<file path="src/rtl/call_return_ctrl.sv">
// Return-address controller: pushes return addresses on calls, pops and redirects the PC on returns.
// Define CALLRET_GUARD_EN to enable the shadow depth counter with overflow/underflow protection.
module call_return_ctrl #(
    parameter int unsigned ADDR_W = 12,
    parameter int unsigned DEPTH  = 8
) (
    input  logic                         clk,
    input  logic                         rst,
    input  logic                         call_req,
    input  logic                         ret_req,
    input  logic [ADDR_W-1:0]            pc_plus1,
    output logic                         push_sig,
    output logic                         pop_sig,
    output logic [ADDR_W-1:0]            push_data,
    input  logic [ADDR_W-1:0]            pop_data,
    input  logic                         overflow,
    output logic                         stall,
    output logic                         redirect_valid,
    output logic [ADDR_W-1:0]            pc_redirect,
    output logic [$clog2(DEPTH+1)-1:0]   depth,
    output logic                         ovf_err,
    output logic                         unf_err
);

    localparam int unsigned DEPTH_W = $clog2(DEPTH + 1);

`ifdef CALLRET_GUARD_EN
    localparam bit GUARD = 1'b1;
`else
    localparam bit GUARD = 1'b0;
`endif

    typedef enum logic [1:0] {IDLE, POP, WAIT, REDIR} state_t;

    state_t              state_q, state_d;
    logic                push_d, pop_d, redir_d, unf_d, ovf_d;
    logic [ADDR_W-1:0]   push_data_d, pc_redirect_d;
    logic [DEPTH_W-1:0]  depth_d;
    logic                has_entry, has_room;

    // Without the guard every push/pop is forwarded to the stack unconditionally
    assign has_entry = !GUARD || (depth != '0);
    assign has_room  = !GUARD || (depth != DEPTH_W'(DEPTH));

    // Next-state, next-output and combinational stall
    always_comb begin
        state_d       = state_q;
        push_d        = 1'b0;
        pop_d         = 1'b0;
        redir_d       = 1'b0;
        unf_d         = 1'b0;
        ovf_d         = ovf_err | overflow;
        push_data_d   = push_data;
        pc_redirect_d = pc_redirect;
        depth_d       = depth;
        stall         = 1'b0;
        case (state_q)
            IDLE: begin
                if (ret_req) begin
                    if (has_entry) begin
                        stall   = 1'b1;
                        pop_d   = 1'b1;
                        depth_d = depth - DEPTH_W'(1);
                        state_d = POP;
                    end else begin
                        unf_d = 1'b1;
                    end
                end else if (call_req) begin
                    if (has_room) begin
                        push_d      = 1'b1;
                        push_data_d = pc_plus1;
                        depth_d     = depth + DEPTH_W'(1);
                    end else begin
                        ovf_d = 1'b1;
                    end
                end
            end
            POP: begin
                stall   = 1'b1;
                state_d = WAIT;
            end
            WAIT: begin
                stall         = 1'b1;
                pc_redirect_d = pop_data;
                redir_d       = 1'b1;
                state_d       = REDIR;
            end
            REDIR: begin
                state_d = IDLE;
            end
            default: begin
                state_d = IDLE;
            end
        endcase
    end

    // State and registered outputs
    always_ff @(posedge clk or posedge rst) begin
        if (rst) begin
            state_q        <= IDLE;
            push_sig       <= 1'b0;
            pop_sig        <= 1'b0;
            push_data      <= '0;
            pc_redirect    <= '0;
            redirect_valid <= 1'b0;
            depth          <= '0;
            ovf_err        <= 1'b0;
            unf_err        <= 1'b0;
        end else begin
            state_q        <= state_d;
            push_sig       <= push_d;
            pop_sig        <= pop_d;
            push_data      <= push_data_d;
            pc_redirect    <= pc_redirect_d;
            redirect_valid <= redir_d;
            depth          <= GUARD ? depth_d : '0;
            ovf_err        <= GUARD & ovf_d;
            unf_err        <= GUARD & unf_d;
        end
    end

endmodule

</file>
<file path="config.mk">
export PLATFORM = sky130hd
export DESIGN_NAME = call_return_ctrl
export DESIGN_NICKNAME = d
export VERILOG_FILES = /design/src/rtl/call_return_ctrl.sv
export SDC_FILE = /design/constraint.sdc
export NUM_CORES = 1
export LEC_CHECK = 0
export CAP_MARGIN = 20
export CORE_MARGIN = 5
export CORE_UTILIZATION = 42
export CTS_CLUSTER_SIZE = 24
export DETAILED_ROUTE_END_ITERATION = 16
export PLACE_DENSITY = 0.84
export SLEW_MARGIN = 20
export SYNTH_ARGS = -nofsm -noshare
export SYNTH_HDL_FRONTEND = slang
export SYNTH_SLANG_ARGS = --single-unit
</file>
<file path="constraint.sdc">
create_clock -name clk -period 2.1 [get_ports clk]
set_input_delay 0.42 -clock clk [delete_from_list [all_inputs] [get_ports clk]]
set_output_delay 0.42 -clock clk [all_outputs]
set_load 0.01 [all_outputs]
</file>
# After elaboration in Yosys (flattened, before gate mapping)
# Index checks and enable logic that the tools add are counted.
[op_classes] n_addsub=0 n_mul=0 div=0 magnitude_cmp=0 eq_ne=4 shift=0 n_mux=9 bitwise=1 reduce_logical=3
[ops] op="2-bit one-hot mux with 4 select lines" count=1
[ops] op="1-bit 2-to-1 mux" count=6
[ops] op="2-bit equality test (second input constant)" count=2
[ops] op="3-bit AND reduction" count=1
[ops] op="2-bit by 1-bit equality test with 1-bit output (second input constant)" count=1
[ops] op="2-bit zero test" count=1
[ops] op="2-bit 2-to-1 mux" count=1
[ops] op="2-bit != test (second input constant)" count=1
[ops] op="1-bit one-hot mux with 2 select lines" count=1
[ops] op="2-bit OR reduction" count=1
[ops] op="1-bit inverter" count=1
[word_totals] ff_bits=29 latch_bits=0 ram_bits=0 romBits=0 inputBits=29 out_inout_bits=34 elab_cells=23 mem_count=0

# Depth between registers and ports, before layout
[depth] ltp_word=3 mapped_depth=5 ltp_nobuf=4

# Least setup slack after synthesis
# No wires, ideal clock.
[synth_timing] kind="register to register" start="reg state_q[0]" end="reg pc_redirect[0]" setup_ns=0.125 t_arrival_ns=1.255 t_required_ns=1.975 path_slack_ns=0.720 path_stages_with_launch=5 n_path_buf=1 synth_period_minus_slack_ns=1.380 cell_sequence="dfrtp_1 inv_1 ha_1 buf_2 mux2_2"
[synth_between] elab_chain_cells=1
[synth_rtl] item="start, declared" line_no="35" text="state_t state_q, state_d;"
[synth_rtl] item="start signal, assigned" line_no="110" text="state_q <= state_d;"
[synth_rtl] item="2-bit equality test" line_no="57" text="case (state_q)"
[synth_rtl] item="end signal, assigned" line_no="114" text="pc_redirect <= pc_redirect_d;"
[synth_rtl] item="end, declared" line_no="19" text="output logic [ADDR_W-1:0] pc_redirect,"
# No other way between the ends.
# A chain may end at the register's enable or synchronous reset.

# Worst setup path in the final report
[layout_timing] start="reg state_q[0]" end="out stall"
[layout_between] elab_chain_cells=3 elab_cells_between_ends=5 cone_classes="2 x eq/ne; 1 x mux; 2 x reduce/logical"
[layout_rtl] item="2-bit equality test / 2-bit by 1-bit equality test with 1-bit output (equally long branches)" line_no="57"
[layout_rtl] item="2-bit OR reduction (no source line)"
[layout_rtl] item="1-bit one-hot mux with 2 select lines (*)" line_no="57"
[layout_rtl] item="end, declared" line_no="17" text="output logic stall,"
# Mark *: on every way between the ends. The rest lies on a longest branch, timed or not.

==> results by group <==
Pwr
  • Clock share of power: between 10% and 20%
  • Total power: ~2700 uW
  • Max VDD drop: around 1100 uV
  • Combinational power share: around half
  • Reg power frac: between 30 and 40%
  • Switch Pwr: about 810 uW
  • PD cells: about 1400 mW/mm^2
  • LEAKAGE: 0.000868 uW
  • Switching part of the total: roughly 30%
  • Power Internal: 1890 uW

Synth
  • Ys Warns: 0
  • Post-synth top area share: around three fifths
  • Mapped Cells: 78
  • Count leader, synth: dfrtp_1
  • Cell taking the most area after synthesis: dfrtp_1
  • Sequential share of the synthesized area: between 50% and 60%
  • Asr flop ratio synth: 100%
  • FF+latch count, synth: 29
  • Top_reg_cell synth: dfrtp_1
  • Synth cell types: 15
  • Post-Syn Area: 0.00123 mm^2
  • Avg Cell Area, Syn: 15.7 um^2
  • Synth top cells by count: dfrtp_1, mux2_2, mux2_4
  • Number of synthesized flops with an enable pin: 0
  • Top post-synthesis cells by area: dfrtp_1, mux2_2, mux2_4

Detailed routing
  • First-pass detailed-route iteration total: 3
  • Residual DRC: 0
  • Routed wire per std cell: between 15 and 20 um
  • M1 wire length: 940 um
  • 1st-iter DRT viols: 7
  • DR vias: just under 800
  • Routed Antenna Nets: 0
  • WL final: about 2600 um
  • Met2 WL: approximately 1400 um
  • Top layer in use: met4
  • Met3 routed WL: 233 um
  • Vias/cell: approximately 4.6

Critical path
  • CP delay by family, top: flip-flops
  • Worst EP required: 1.68 ns
  • CP max stage delay: around 0.4 ns
  • Crit path buffers/inverters: 2
  • Critical Path Start Type: flip-flop
  • CP Cell Sequence: inv_1 > ha_2 > a21oi_1 > nor2_1 > clkdlybuf4s15_1
  • Endpoint type of the worst setup path: primary output
  • Crit Path Max Fanout: 4
  • CP arrival: between 1.5 and 2 ns
  • Crit Path Class: flip-flop to primary output
  • CP max-delay cell: dfrtp_1

Place
  • Placer's final routability congestion estimate: slightly below 0.7
  • Dpl hpwl: about 2100 um
  • Port Buffers: 55

Worst hold path
  • Hold Path Class: primary input to async pin

Final layout
  • Layout cells sized above 1: 26.4%
  • Area delta synth->final: 51.7%
  • # fillers: 229
  • Nets: ~170
  • ANT cells: 0

STA
  • Setup TNS: 0 ns
  • Worst slew pin tran: between 0.5 and 0.6 ns
  • Period Utilization, post-route: approximately 90%
  • Slew Viols, Final: 0
  • Rel. slew slack: a little over three fifths
  • Tmin final: approximately 2 ns
  • Fin. Hold Viols: 0
  • Layout Skew: 0.00616 ns
  • Fmax: just over 500 MHz
  • Final count of negative-setup-slack endpoints: 0
  • RSZ-0062 raised after global routing: no

Clock tree
  • Clk sinks: 29
  • Clk pin slew, worst setup/hold paths: roughly 0.09 ns
  • Maximum clock insertion buffer count: 2
  • Hold Buf Count CTS: 0
  • CTS tree: done
  • Worst-Skew Late Latency: between 0.3 and 0.4 ns
  • Htree depth: 2
  • Post-CTS setup buffers: 0
  • Clock Root Buffer: clkbuf_4
  • CTS Buf Count: 5

Floorplanning
  • Full die area: just over 0.004 mm^2
  • Initial core utilization: approximately 44%
  • Die Span X: between 60 and 70 um
  • I/O pins: 63
  • Num rows: 19
  • Die H: approximately 64 um
  • Core Area: 0.00278 mm^2

Status
  • Status: complete, no violations

Global route
  • GRT Residual Overflow: 0
  • Overall Global Routing Usage: between 10 and 15%
  • First-pass GRT wire length: about 4600 um
  • Antenna violations before repair: 0
  • Vias in the first global route: 935
  • Largest net degree at the start of global routing: 30

Job
  • Max_cap viols: 0
## sequential cells by signal, summed over array words and instances, names as in the netlist
signal,cells
pop_sig,1
push_data,12
redirect_valid,1
pc_redirect,12
state_q,2
push_sig,1
## area by class of cell
cell class	instances	area, um^2	area share, %
flip-flops and latches	29	726	39.0
multi-input cells	42	447	24.0
well taps	31	38.8	2.08
repair buffers	57	566	30.4
inverters	4	15.0	0.806
clock buffers	7	65.1	3.49
clock inverters	1	5.00	0.269
## power by group through the flow
stage                     Combinational [uW]  Sequential, uW  Clock, uW
after floorplan                          560            1100          0
after global placement                  1330             970          0
after detailed placement                1370             992          0
after CTS                               1370             979        398
after global routing                    1450            1020        425
final                                   1340             974        377
## worst register-to-register path: stages, from the launching register on
cell	delay [ns]
dfrtp_1	0.40
inv_1	0.13
ha_1	0.53
mux2_2	0.40
## path summary, 6_finish.rpt
kind / from / to / slack (ns) / cells after the start
hold reg to reg: push_data[0] / push_data[0] / 0.51 / 1
hold / removal: rst / push_data[10] / 0.46 / 3
setup / recovery: state_q[0] / stall / 0.15 / 5
setup reg to reg: state_q[0] / pc_redirect[4] / 0.53 / 3
max in group asynchronous: rst / push_data[2] / 1.37 / 3
min in group clk: push_data[0] / push_data[0] / 0.51 / 1
## timing repair
action / CTS / global route
endpoints found under the hold margin: 0 / 0
gates resized for setup: 2 / 1
setup endpoints to repair: 1 / 1
## per-stage QoR
step	area (um^2)	worst slack (ns)	hold WS, ns	instances	utilization, %
floorplan	1250	0.720	0.498	83	-
global placement	1790	0.0992	0.489	163	64.3
detailed placement	1790	0.0642	0.496	163	64.3
CTS	1860	0.0693	0.465	171	66.9
global route	1860	0.0169	0.520	171	66.9
finish	1860	0.153	0.462	171	66.9
## logic make-up (layout without fill, tap and decap cells)
kind of cell    after synthesis  after routing  synth area share, %
fa+ha+maj                     4              4                 4.08
buf+inv                      12             69                 6.22
other cells                   1              6                0.306
flops                        29             29                 59.1
simple gates                  5              5                 3.36
mux                          26             26                 26.5
compound gates                1              1                0.407
## placed cells by master (no fill, tap or decap), types with 2 or more instances in the layout
master and n:
clkdlybuf4s50_1 54, dfrtp_1 29, mux2_2 16, mux2_4 9, conb_1 6, clkbuf_4 5
inv_1 4, ha_1 3, nor2_1 2, clkbuf_8 2, buf_4 2
## layer usage
metal  global-route usage [%]  vias to the layer above
met1                     16.2                      377
met4                     6.23                        0
li1                         -                      374
met5                        0                        -
met2                     24.6                       34
met3                     5.95                        4
Power figures use the tool's default switching activity.
